### src/rtl/id_issue_buffer.sv
`default_nettype none
// ============================================================================
//  Module      : id_issue_buffer
//  Description : Decode-to-execute issue buffer. A small in-order FIFO of
//                decoded micro-ops with a RUN / MC_WAIT state machine that
//                inserts bubbles while a multi-cycle (mul/div) op executes.
//
//  Parameters  : DATA_W - width of one decoded micro-op
//                DEPTH  - number of buffered micro-ops (power of two, 2..16)
//                MC_W   - width of the multi-cycle latency field
//
//  Ports       : clk        - system clock, all state on rising edge
//                Rst        - synchronous active-high reset
//                hold       - freeze, no state changes while high
//                flush      - discard every buffered op (beats hold)
//                in_valid   - decode presents a micro-op
//                in_data    - decoded micro-op
//                in_mc      - op is multi-cycle
//                in_mc_lat  - execute cycles needed by a multi-cycle op
//                in_ready   - buffer accepts in_data this cycle
//                out_valid  - head op presented to execute (low = bubble)
//                out_data   - head micro-op, all-zero when out_valid is low
//                out_ready  - execute consumes the head this cycle
//                mc_done    - multiplier/divider finished early
//                count      - number of occupied entries
//                mc_busy    - state machine is in MC_WAIT
//
//  Options     : ID_ISSUE_BYPASS_EN - when defined, an op offered to an empty
//                buffer in RUN with out_ready high passes straight through
//                to out_data and dispatches in the same cycle. When not
//                defined there is no in_data -> out_data combinational path.
//
//  Revision    : 1.0 - initial release
// ============================================================================
module id_issue_buffer #(
    parameter int DATA_W = 128,
    parameter int DEPTH  = 4,
    parameter int MC_W   = 6
) (
    input  logic                    clk,
    input  logic                    Rst,
    input  logic                    hold,
    input  logic                    flush,
    input  logic                    in_valid,
    input  logic [DATA_W-1:0]       in_data,
    input  logic                    in_mc,
    input  logic [MC_W-1:0]         in_mc_lat,
    output logic                    in_ready,
    output logic                    out_valid,
    output logic [DATA_W-1:0]       out_data,
    input  logic                    out_ready,
    input  logic                    mc_done,
    output logic [$clog2(DEPTH):0]  count,
    output logic                    mc_busy
);

    // ------------------------------------------------------------------------
    // Constants
    // ------------------------------------------------------------------------
    localparam int                  c_PTR_W   = $clog2(DEPTH);
    localparam int                  c_CNT_W   = c_PTR_W + 1;
    localparam logic [c_CNT_W-1:0]  c_DEPTH   = c_CNT_W'(DEPTH);
    localparam logic [c_CNT_W-1:0]  c_CNT_ONE = c_CNT_W'(1);
    localparam logic [c_PTR_W-1:0]  c_PTR_ONE = c_PTR_W'(1);
    localparam logic [MC_W-1:0]     c_LAT_ONE = MC_W'(1);

    localparam logic [0:0] c_ST_RUN     = 1'b0;
    localparam logic [0:0] c_ST_MC_WAIT = 1'b1;

    // ------------------------------------------------------------------------
    // Storage (contents are never reset; only pointers/count carry validity)
    // ------------------------------------------------------------------------
    logic [DATA_W-1:0]  r_mem_data [DEPTH];
    logic               r_mem_mc   [DEPTH];
    logic [MC_W-1:0]    r_mem_lat  [DEPTH];

    // ------------------------------------------------------------------------
    // Registered state and next-state values
    // ------------------------------------------------------------------------
    logic [0:0]         r_state,  w_state_next;
    logic [MC_W-1:0]    r_mc_cnt, w_mc_cnt_next;
    logic [c_PTR_W-1:0] r_wr_ptr, w_wr_ptr_next;
    logic [c_PTR_W-1:0] r_rd_ptr, w_rd_ptr_next;
    logic [c_CNT_W-1:0] r_count,  w_count_next;

    // ------------------------------------------------------------------------
    // Handshake decode
    // ------------------------------------------------------------------------
    logic               w_live;
    logic               w_empty;
    logic               w_full;
    logic               w_run;
    logic               w_head_valid;
    logic               w_byp_valid;
    logic               w_out_valid;
    logic               w_dispatch;
    logic               w_in_ready;
    logic               w_accept;
    logic               w_push;
    logic               w_pop;
    logic               w_disp_mc;
    logic [MC_W-1:0]    w_disp_lat;

    // A cycle only "counts" when neither flush nor hold is active.
    assign w_live       = !hold && !flush;
    assign w_empty      = (r_count == '0);
    assign w_full       = (r_count == c_DEPTH);
    assign w_run        = (r_state == c_ST_RUN);
    assign w_head_valid = w_run && !w_empty;

`ifdef ID_ISSUE_BYPASS_EN
    // Pass-through only when it will actually dispatch this cycle, so the
    // op is never shown to execute without also being consumed.
    assign w_byp_valid  = w_run && w_empty && in_valid && out_ready && w_live;
    assign w_disp_mc    = w_byp_valid ? in_mc     : r_mem_mc[r_rd_ptr];
    assign w_disp_lat   = w_byp_valid ? in_mc_lat : r_mem_lat[r_rd_ptr];
`else
    assign w_byp_valid  = 1'b0;
    assign w_disp_mc    = r_mem_mc[r_rd_ptr];
    assign w_disp_lat   = r_mem_lat[r_rd_ptr];
`endif

    assign w_out_valid  = w_head_valid || w_byp_valid;
    assign w_dispatch   = w_out_valid && out_ready && w_live;

    // A full buffer can still take a new op when the head leaves this cycle.
    assign w_in_ready   = !w_full || w_dispatch;
    assign w_accept     = in_valid && w_in_ready && w_live;

    // Bypassed ops are dispatched directly and never touch the storage.
    assign w_pop        = w_dispatch && w_head_valid;
    assign w_push       = w_accept && !w_byp_valid;

    // ------------------------------------------------------------------------
    // FSM: state register
    // ------------------------------------------------------------------------
    always_ff @(posedge clk) begin
        if (Rst) begin
            r_state  <= c_ST_RUN;
            r_mc_cnt <= '0;
        end else begin
            r_state  <= w_state_next;
            r_mc_cnt <= w_mc_cnt_next;
        end
    end

    // ------------------------------------------------------------------------
    // FSM: next-state logic
    // ------------------------------------------------------------------------
    always_comb begin
        w_state_next  = r_state;
        w_mc_cnt_next = r_mc_cnt;
        if (flush) begin
            w_state_next  = c_ST_RUN;
            w_mc_cnt_next = '0;
        end else if (!hold) begin
            case (r_state)
                c_ST_RUN: begin
                    // Latency 0 or 1 is indistinguishable from a plain op.
                    if (w_dispatch && w_disp_mc && (w_disp_lat > c_LAT_ONE)) begin
                        w_state_next  = c_ST_MC_WAIT;
                        w_mc_cnt_next = w_disp_lat - c_LAT_ONE;
                    end
                end
                c_ST_MC_WAIT: begin
                    // Leave when this cycle's decrement reaches zero, or when
                    // the unit signals it finished early.
                    if (mc_done || (r_mc_cnt <= c_LAT_ONE)) begin
                        w_state_next  = c_ST_RUN;
                        w_mc_cnt_next = '0;
                    end else begin
                        w_mc_cnt_next = r_mc_cnt - c_LAT_ONE;
                    end
                end
                default: begin
                    w_state_next  = c_ST_RUN;
                    w_mc_cnt_next = '0;
                end
            endcase
        end
    end

    // ------------------------------------------------------------------------
    // FSM / datapath: output logic
    // ------------------------------------------------------------------------
    always_comb begin
        out_valid = w_out_valid;
        in_ready  = w_in_ready;
        count     = r_count;
        mc_busy   = (r_state == c_ST_MC_WAIT);
        // Execute must see an all-zero NOP whenever nothing is presented.
        out_data  = '0;
        if (w_head_valid) begin
            out_data = r_mem_data[r_rd_ptr];
        end
`ifdef ID_ISSUE_BYPASS_EN
        else if (w_byp_valid) begin
            out_data = in_data;
        end
`endif
    end

    // ------------------------------------------------------------------------
    // Pointer / occupancy next-state
    // ------------------------------------------------------------------------
    always_comb begin
        w_wr_ptr_next = r_wr_ptr;
        w_rd_ptr_next = r_rd_ptr;
        w_count_next  = r_count;
        if (flush) begin
            w_wr_ptr_next = '0;
            w_rd_ptr_next = '0;
            w_count_next  = '0;
        end else begin
            // DEPTH is a power of two, so natural overflow wraps the pointers.
            if (w_push) begin
                w_wr_ptr_next = r_wr_ptr + c_PTR_ONE;
            end
            if (w_pop) begin
                w_rd_ptr_next = r_rd_ptr + c_PTR_ONE;
            end
            case ({w_push, w_pop})
                2'b10:   w_count_next = r_count + c_CNT_ONE;
                2'b01:   w_count_next = r_count - c_CNT_ONE;
                default: w_count_next = r_count;
            endcase
        end
    end

    always_ff @(posedge clk) begin
        if (Rst) begin
            r_wr_ptr <= '0;
            r_rd_ptr <= '0;
            r_count  <= '0;
        end else begin
            r_wr_ptr <= w_wr_ptr_next;
            r_rd_ptr <= w_rd_ptr_next;
            r_count  <= w_count_next;
        end
    end

    // ------------------------------------------------------------------------
    // Storage write
    // ------------------------------------------------------------------------
    always_ff @(posedge clk) begin
        if (w_push) begin
            r_mem_data[r_wr_ptr] <= in_data;
            r_mem_mc[r_wr_ptr]   <= in_mc;
            r_mem_lat[r_wr_ptr]  <= in_mc_lat;
        end
    end

endmodule
`default_nettype wire

### config.mk
export PLATFORM = sky130hd
export DESIGN_NAME = id_issue_buffer
export DESIGN_NICKNAME = d
export VERILOG_FILES = /design/src/rtl/id_issue_buffer.sv
export SDC_FILE = /design/constraint.sdc
export NUM_CORES = 1
export LEC_CHECK = 0
export CORE_MARGIN = 3
export CORE_UTILIZATION = 55
export DETAILED_ROUTE_END_ITERATION = 8
export GPL_ROUTABILITY_DRIVEN = 0
export PLACE_DENSITY = 0.84
export SLEW_MARGIN = 15
export SYNTH_ARGS = -nofsm -noshare
export SYNTH_HDL_FRONTEND = slang
export SYNTH_SLANG_ARGS = --single-unit
### constraint.sdc
create_clock -name clk -period 6.2 [get_ports clk]
set_input_delay 0.93 -clock clk [delete_from_list [all_inputs] [get_ports clk]]
set_output_delay 0.93 -clock clk [all_outputs]
set_load 0.02 [all_outputs]
==> reports/qor.yml, run 1 <==
status: "finished, final reports clean"
dieHeight_um: 203
cts_htree_levels: 2
start_util_pct: 56.1
max_cap_viol_count: 0
path_class: "reg -> out"
die_area_mm2: 0.0411
syn_area_per_cell_um2: 21.8
core_mm2: 0.0379
power_density_mw_per_mm2: 296
drc: 0
intPower_mw: 6.39
hold_viol: 0
tritoncts: "built"
leakage_nw: 8.36
port_buffers: 275
tns_ps: 0
ys_seq_area_share_pct: 77.7
yosys_warnings: 0
cts_made_buffers: 54
postPlaceCellArea_mm2: 0.0247
irDropWorstVdd_v: 0.000297
numClockSinks: 556
clock_path_buffers: 3
ys_ff_latch: 556
vias: 10500
end_kind: "output pin"
hold_ws_ps: 514
slew_headroom_pct: 33.6
setup_viol: 0
rrSetupSlack_ps: 2820
seqPwrFrac_pct: 52.8
fmaxAchievable_mhz: 229
antenna_found_initial: 5
ios: 276
cts_setup_buffers: 0
cts.hold.buffers_added: 0
worstPathArrival_ps: 3430
dieWidth_um: 203
syn-cell-area_mm2: 0.0213
fin_skew_ps: 24.0
dp_hpwl_um: 26200
grt_usage_pct: 22.0
synth_nets: 1126
final_cell_mix: "edfxtp_1, clkdlybuf4s50_1, mux4_2, and2_1, clkbuf_16"
cts_root_buf: "clkbuf_16"
startpoint_type: "flop"
routedWlPerCell_um: 24.4
num-nets-final: 1426
postCtsResizedCells: 0
ant_nets: 0
syn2layout_area_growth_pct: 25.0
fin_total_pwr_mw: 7.88
grt_max_degree: 75
combPwrFrac_pct: 3.3
viasPerCell: 5.74
grt_setup_unrepaired: "no"
drt-total-wl_um: 44800
clkTransAtPathRegs_ps: 60
design_area_mm2: 0.0266
synth_cell_type_count: 38
cp_data_required_time_ps: 5270
hp-class: "reg -> reg"
overflow: 0
final_core_util_pct: 70.1
tightest_slew_ps: 996
grt_first_pass_wirelength_um: 68200
rows: 71
drive_gt1_share_pct: 18.7
syn_inst: 974
p_switching_mw: 1.49
p_clk_share_pct: 43.9
grt_pass1_vias: 11300
layout_commonest_cell: "edfxtp_1"
drt-initial-drc-count: 1056
switching_share_pct: 18.9
fin_crit_sh_pct: 70.3
insertion_delay_ps: 590
maxSlewViolCount: 0
dr.pass1.iters: 5
crit_fanout: 44
period_needed_ps: 4360
-- per-stage QoR --
stage	instances	setup WS, ps
after floorplan	974	258
after global placement	1729	2120
after detailed placement	1729	2060
after CTS	1829	1710
after global routing	1832	1580
final	1835	1840
-- state kept, by name, summed over array words and instances, names as in the netlist, named ones only --
signal and flops:
r_rd_ptr 2, r_mc_cnt 6, r_wr_ptr 2, r_mem_data 512, mc_busy 1, r_mem_lat 24, count 3, r_mem_mc 4
-- cells by family (layout without fill, tap and decap cells) --
| group | count (synthesis) | count (layout) | share of synthesized area, % |
|---|---|---|---|
| AO/OA/AOI/OAI | 27 | 27 | 0.912 |
| flip-flops | 556 | 556 | 77.7 |
| XOR/XNOR | 9 | 9 | 0.371 |
| multiplexers | 136 | 136 | 14.3 |
| adder cells (fa/ha/maj) | 10 | 10 | 0.623 |
| other | 0 | 6 | 0 |
| AND/OR/NAND/NOR | 178 | 178 | 4.93 |
| buffers and inverters | 58 | 402 | 1.10 |
-- cells in the mapped netlist, drive strengths merged --
cell type | count | area share, %
inv | 11 | 0.19
o21ai | 6 | 0.14
mux2i | 1 | 0.047
o2111ai | 1 | 0.041
mux4 | 135 | 14
nand3 | 1 | 0.024
xnor2 | 6 | 0.25
or2 | 3 | 0.088
clkbuf | 30 | 0.53
a22oi | 1 | 0.035
a211oi | 2 | 0.071
fa | 1 | 0.094
or3b | 1 | 0.041
o32ai | 1 | 0.041
a21o | 2 | 0.071
and2 | 132 | 3.9
xor2 | 3 | 0.12
nor3 | 4 | 0.094
or3 | 2 | 0.082
nand2 | 9 | 0.19
nor2 | 21 | 0.37
ha | 9 | 0.53
o311ai | 1 | 0.12
and3 | 2 | 0.059
buf | 17 | 0.38
a31o | 1 | 0.041
o22ai | 3 | 0.088
nand2b | 1 | 0.029
nor4 | 1 | 0.029
nor3b | 1 | 0.035
a21oi | 7 | 0.16
edfxtp | 540 | 76
dfxtp | 16 | 1.5
a32o | 2 | 0.094
-- final timing paths --
check	startpoint	to	cells after the start
worst max-delay path	flop	out_data[81]	4
worst min-delay path	r_mc_cnt[4]$_SDFFE_PP0P_	r_mc_cnt[4]$_SDFFE_PP0P_	2
worst max register to register	flop	r_mc_cnt[2]$_SDFFE_PP0P_	7
worst min register to register	r_mc_cnt[4]$_SDFFE_PP0P_	r_mc_cnt[4]$_SDFFE_PP0P_	2
-- worst max-delay path: stages (launching register included) --
cell	delay [ps]
dfxtp_4	940
buf_4	520
mux4_2	610
and2_1	190
clkdlybuf4s50_1	540
-- final cells by class --
| class | count | area, um2 |
|---|---|---|
| Sequential cell | 556 | 16500 |
| Inverter | 11 | 41.3 |
| Fill cell | 2306 | 11300 |
| Clock buffer | 62 | 1420 |
| Timing Repair Buffer | 291 | 2950 |
| Clock inverter | 38 | 467 |
| Tap cell | 511 | 639 |
| Multi-Input combinational cell | 360 | 4520 |
| Antenna cell | 6 | 15.0 |
-- per-layer routing --
| metal | part of all wire [%] | track usage (%) | vias up | routed length (um) |
|---|---|---|---|---|
| met3 | 7.3 | 5.26 | 78 | 3270 |
| met5 | 0.063 | 0 | - | 28 |
| met2 | 50 | 35.2 | 419 | 22300 |
| met4 | 2.3 | 6.78 | 4 | 1020 |
| li1 | - | - | 4560 | - |
| met1 | 41 | 30.6 | 5473 | 18200 |
-- power groups by stage --
stage	combinational, mW	sequential [mW]	clock, mW
final	0.259	4.16	3.46
after global routing	0.277	4.16	3.67
after CTS	0.261	4.16	3.52
after detailed placement	0.258	4.24	0
after global placement	0.249	4.24	0
after floorplan	0.0794	4.24	0
Note: power is estimated with default switching activity, not from simulation.
==> run 2, diff against run 1 <==
==> constraint.sdc (replaced) <==
create_clock -name clk -period 4.6 [get_ports clk]
set_input_delay 0.69 -clock clk [delete_from_list [all_inputs] [get_ports clk]]
set_output_delay 0.69 -clock clk [all_outputs]
set_load 0.02 [all_outputs]
==> reports/qor.yml, run 2 (synthesized netlist as in run 1, its figures left out) <==
fin_skew_ps: 18.9  # -5.04 ps
design_area_mm2: 0.0264  # -0.63%
fmaxAchievable_mhz: 276
cts_setup_buffers: 0  # unchanged
rr_endpoint: "r_mc_cnt[2]$_SDFFE_PP0P_"
tns_ps: 0  # unchanged
dp_hpwl_um: 26800  # +2.4%
port_buffers: 275  # unchanged
vias: 10500  # +0.11%
seqPwrFrac_pct: 56.1  # +3.3 points
hold_start: "r_mc_cnt[5]$_SDFFE_PP0P_"
dr.pass1.iters: 5  # unchanged
path_class: "reg -> out"
max_cap_viol_count: 0  # unchanged
dieHeight_um: 203  # unchanged
die_area_mm2: 0.0411  # unchanged
slowest_delay_ps: 810  # -130 ps
setup_viol: 0  # unchanged
cts.hold.buffers_added: 0  # unchanged
intPower_mw: 8.08  # +26%
tightest_slew_ps: 728  # -268 ps
critPathBufInv: 2  # unchanged
cts_made_buffers: 54  # unchanged
rrSetupSlack_ps: 1610  # -1210 ps
setup_ws_ps: 983  # -859 ps
min_to: "r_mc_cnt[5]$_SDFFE_PP0P_"
power_density_mw_per_mm2: 378  # +28%
ant_nets: 0  # unchanged
viasPerCell: 5.76  # +0.28%
r2r_cells: 7  # unchanged
postCtsResizedCells: 0  # unchanged
crit_fanout: 45  # +2.3%
whs_path_depth: 1  # -1
drt-total-wl_um: 44200  # -1.3%
place_ws_ps: 964  # -1100 ps
top_regs: "r_mem_data (512), r_mem_lat (24), r_mc_cnt (6)"
final_core_util_pct: 69.7  # -0.44 points
cts_root_buf: "clkbuf_16"
hold_viol: 0  # unchanged
period_needed_ps: 3620
clock_path_buffers: 3  # unchanged
layout_commonest_cell: "edfxtp_1"
irDropWorstVdd_v: 0.000329  # +11%
worstPathArrival_ps: 2930  # -500 ps
drive_gt1_share_pct: 17.7  # -1.0 points
combPwrFrac_pct: 3.5  # +0.2 points
core_mm2: 0.0379  # unchanged
dieWidth_um: 203  # unchanged
status: "finished, final reports clean"
routedWlPerCell_um: 24.1  # -1.1%
slew_headroom_pct: 51.5  # +18 points
switching_share_pct: 19.2  # +0.31 points
largest_register_ffs: 512  # unchanged
antenna_found_initial: 9  # +4
critPathSlowestCell: "dfxtp_4"
drc: 0  # unchanged
grt_max_degree: 130  # +73%
regMostFlops: "r_mem_data"
grt_setup_unrepaired: "no"
start_util_pct: 56.1  # unchanged
final_cell_mix: "edfxtp_1, clkdlybuf4s50_1, mux4_2, and2_1, clkbuf_16"
grt_usage_pct: 21.7  # -0.27 points
end_kind: "output pin"
postPlaceCellArea_mm2: 0.0248  # +0.50%
cts_htree_levels: 2  # unchanged
grt_pass1_vias: 11200  # -0.83%
p_clk_share_pct: 40.4  # -3.5 points
cp_data_required_time_ps: 3910  # -1360 ps
num-nets-final: 1429  # +0.21%
leakage_nw: 8.25  # -1.3%
ios: 276  # unchanged
overflow: 0  # unchanged
grt_first_pass_wirelength_um: 67700  # -0.65%
startpoint_type: "flop"
cpLargestDelayFamily: "buffers and inverters"
syn2layout_area_growth_pct: 24.2
maxSlewViolCount: 0  # unchanged
numClockSinks: 556  # unchanged
tritoncts: "built"
clkTransAtPathRegs_ps: 60  # about the same
rows: 71  # unchanged
p_switching_mw: 1.92  # +29%
hp-class: "reg -> reg"
drt-initial-drc-count: 732  # -31%
fin_crit_sh_pct: 78.6
insertion_delay_ps: 570  # -20 ps
crit_chain: "buf_12 -> mux4_2 -> and2_1 -> clkdlybuf4s50_1"
-- run 2: changes by cell type in the layout (fill, tap and decap cells not counted), sizes merged --
cell,delta
clkinv,-6
buf,+3
bufinv,-9
clkbuf,+10
diode,-1
-- run 2: per-layer routing --
layer / vias up / GRT usage, % / share of wire [%]
met5: - / 0 / 0.14
met4: 8 / 5.86 / 2.1
met3: 79 / 5.84 / 8.4
met2: 441 / 34.3 / 49
met1: 5452 / 30.5 / 40
li1: 4566 / - / -
-- run 2: worst max path at each step --
stage | cells after the start | end
6_report | 4 | out_data[32]
5_1_grt | 4 | out_data[33]
4_1_cts | 4 | out_data[24]
3_5_place_dp | 6 | r_mem_data[1][96]$_DFFE_PP_
3_3_place_gp | 6 | r_mem_data[1][96]$_DFFE_PP_
2_1_floorplan | 5 | r_mem_data[0][0]$_DFFE_PP_
-- run 2: power by group through the flow --
| stage | Clock [mW] | Combinational, mW | Sequential (mW) |
|---|---|---|---|
| 2_1_floorplan | 0 | 0.107 | 5.72 |
| 3_3_place_gp | 0 | 0.343 | 5.71 |
| 5_1_grt | 4.31 | 0.378 | 5.61 |
| 6_report | 4.04 | 0.355 | 5.61 |
| 3_5_place_dp | 0 | 0.354 | 5.72 |
| 4_1_cts | 4.12 | 0.357 | 5.61 |
-- run 2: cell type report --
class / count / area [um2]
antenna: 5 / 12.5
clock buffer: 72 / 1440
clock inverter: 23 / 161
fill: 2298 / 11500
inverter: 11 / 41.3
multi-input combinational: 360 / 4520
sequential: 556 / 16500
tap: 511 / 639
timing repair buffer: 294 / 3070
-- run 2: worst register-to-register path, delay by kind of cell (launching register included) --
kind                   cells  cell delay, ps
DFF                        1             810
and+or+nand+nor            3             780
AOI/OAI and AO/OA          2             490
muxes                      1             430
buffers and inverters      1             370
-- run 2: through the flow --
step	cells	hold slack (ps)	power, mW
global placement	1732	466	6.05
global route	1830	517	10.3
detailed placement	1732	488	6.07
CTS	1827	506	10.1
floorplan	974	448	5.82
finish	1832	505	10.0
==> run 3, diff against run 2 <==
--- a/config.mk
+++ b/config.mk
@@ -6,10 +6,10 @@
 export NUM_CORES = 1
 export LEC_CHECK = 0
 export CORE_MARGIN = 3
-export CORE_UTILIZATION = 55
+export CORE_UTILIZATION = 50
 export DETAILED_ROUTE_END_ITERATION = 8
 export GPL_ROUTABILITY_DRIVEN = 0
-export PLACE_DENSITY = 0.84
+export PLACE_DENSITY = 0.8
 export SLEW_MARGIN = 15
 export SYNTH_ARGS = -nofsm -noshare
 export SYNTH_HDL_FRONTEND = slang
==> constraint.sdc (replaced) <==
create_clock -name clk -period 3 [get_ports clk]
set_input_delay 0.45 -clock clk [delete_from_list [all_inputs] [get_ports clk]]
set_output_delay 0.45 -clock clk [all_outputs]
set_load 0.02 [all_outputs]
==> reports/qor.yml, run 3 (synthesized netlist as in run 1, its figures left out) <==
critPathSlowestCell: "clkdlybuf4s50_1"
routedWlPerCell_um: 24.5  # +1.6%
tightest_slew_ps: 502  # -225 ps
worstPathArrival_ps: 2480  # -450 ps
period_needed_ps: 2930
fin_skew_ps: 16.1  # -2.79 ps
status: "finished, final reports clean"
dieWidth_um: 212  # +4.7%
cts_root_buf: "clkbuf_16"
dp.cells: 1783  # +2.9%
slew_headroom_pct: 66.2  # +15 points
cts_made_buffers: 54  # unchanged
tns_ps: 0  # unchanged
cts_htree_levels: 2  # unchanged
cts.hold.buffers_added: 0  # unchanged
hp-class: "in -> reg"
regMostFlops: "r_mem_data"
power_density_mw_per_mm2: 585  # +55%
top_regs: "r_mem_data (512), r_mem_lat (24), r_mc_cnt (6)"
vias: 10700  # +1.0%
overflow: 0  # unchanged
num-nets-final: 1467  # +2.7%
fin_crit_sh_pct: 97.5
grt_usage_pct: 21.1  # -0.58 points
hold_ws_ps: 487  # -17.8 ps
cp_data_required_time_ps: 2550  # -1360 ps
numClockSinks: 556  # unchanged
slowest_delay_ps: 560  # -250 ps
drt-total-wl_um: 46400  # +4.9%
start_util_pct: 51.4  # -4.7 points
ios: 276  # unchanged
insertion_delay_ps: 590  # +20 ps
path_class: "reg -> out"
place_ws_ps: 16.0  # -948 ps
design_area_mm2: 0.0272  # +2.8%
critPathBufInv: 2  # unchanged
crit_chain: "buf_16 -> mux4_2 -> and2_1 -> clkdlybuf4s50_1"
core_mm2: 0.0414  # +9.1%
dp_hpwl_um: 28200  # +5.1%
max_cap_viol_count: 0  # unchanged
stdcell_count: 1893  # +3.3%
setup_ws_ps: 74.0  # -909 ps
drc: 0  # unchanged
clock_path_buffers: 3  # unchanged
antenna_found_initial: 14  # +5
grt_setup_unrepaired: "no"
crit_fanout: 60  # +33%
port_buffers: 275  # unchanged
dr.pass1.iters: 7  # +2
postPlaceCellArea_mm2: 0.0253  # +2.0%
syn2layout_area_growth_pct: 27.7
largest_register_ffs: 512  # unchanged
maxSlewViolCount: 0  # unchanged
dieHeight_um: 212  # +4.7%
irDropWorstVdd_v: 0.000521  # +58%
layout_commonest_cell: "edfxtp_1"
grt_first_pass_wirelength_um: 70400  # +3.8%
final_cell_mix: "edfxtp_1, clkdlybuf4s50_1, mux4_2, and2_1, dlygate4sd2_1"
hold_viol: 0  # unchanged
startpoint_type: "flop"
drive_gt1_share_pct: 21.0  # +3.3 points
drt-initial-drc-count: 984  # +34%
clkTransAtPathRegs_ps: 60  # about the same
die_area_mm2: 0.0451  # +9.7%
leakage_nw: 9.24  # +12%
viasPerCell: 5.63  # -2.3%
ant_nets: 0  # unchanged
grt_pass1_vias: 11300  # +1.3%
tritoncts: "built"
fmaxAchievable_mhz: 342
rows: 74  # +4.2%
grt_max_degree: 61  # -53%
cpLargestDelayFamily: "buffers and inverters"
setup_viol: 0  # unchanged
end_kind: "output pin"
-- run 3: changes by cell type in the layout (fill, tap and decap cells not counted), sizes merged --
| cell | delta |
|---|---|
| buf | +34 |
| bufbuf | +4 |
| bufinv | +6 |
| clkbuf | -10 |
| clkdlybuf4s50 | -123 |
| clkinv | +6 |
| dlygate4sd2 | +122 |
| dlymetal6s2s | +1 |
-- run 3: layout make-up --
type	count	area, um2
antenna	5	12.5
clock buffer	62	1380
clock inverter	35	384
fill	2693	14200
inverter	11	41.3
multi-input combinational	360	4550
sequential	556	16500
tap	532	666
timing repair buffer	332	3590
-- run 3: final timing paths --
check | cells after the start | slack, ps | startpoint | end
min | 1 | 490 | in_data[26] | r_mem_data[2][26]$_DFFE_PP_
max | 4 | 70 | flop | out_data[26]
max reg2reg | 10 | 160 | flop | r_mc_cnt[2]$_SDFFE_PP0P_
min reg2reg | 2 | 510 | r_mc_cnt[4]$_SDFFE_PP0P_ | r_mc_cnt[4]$_SDFFE_PP0P_
-- run 3: power by group --
group          switching, mW  leakage (nW)  total (mW)  internal (mW)
Clock                   2.76         0.864        6.74           3.98
Sequential            0.0162          5.01        8.60           8.58
Combinational          0.259          3.37       0.553          0.294
Total                   3.04          9.24        15.9           12.9
-- run 3: worst register-to-register path, cell delays in order (launching register included) --
cell	delay (ps)
dfxtp_4	400
buf_12	120
bufbuf_16	290
mux4_2	560
inv_1	110
ha_1	220
nor2_1	90
o311ai_4	360
nand2_4	140
and3_1	210
a31o_1	210
-- run 3: metrics by stage --
step                      total power, mW  util (%)
after global routing                 16.4      65.6
after CTS                            16.0      65.6
final                                15.9      65.6
after floorplan                      8.93         -
after detailed placement             9.33      61.2
after global placement               9.31      61.2
-- run 3: layer usage --
| layer | vias to the layer above | GRT usage (%) | wire, um |
|---|---|---|---|
| met2 | 449 | 33.4 | 22300 |
| li1 | 4650 | - | - |
| met3 | 80 | 6.34 | 4190 |
| met5 | - | 0 | 142 |
| met4 | 20 | 5.78 | 976 |
| met1 | 5452 | 29.2 | 18800 |
-- run 3: what timing repair did --
item / in CTS / in global routing
gates resized for setup: 129 / 1
pin swaps: 1 / 0
endpoints found under the setup margin: 125 / 1
setup buffers: 3 / 0
gates cloned: 5 / 0
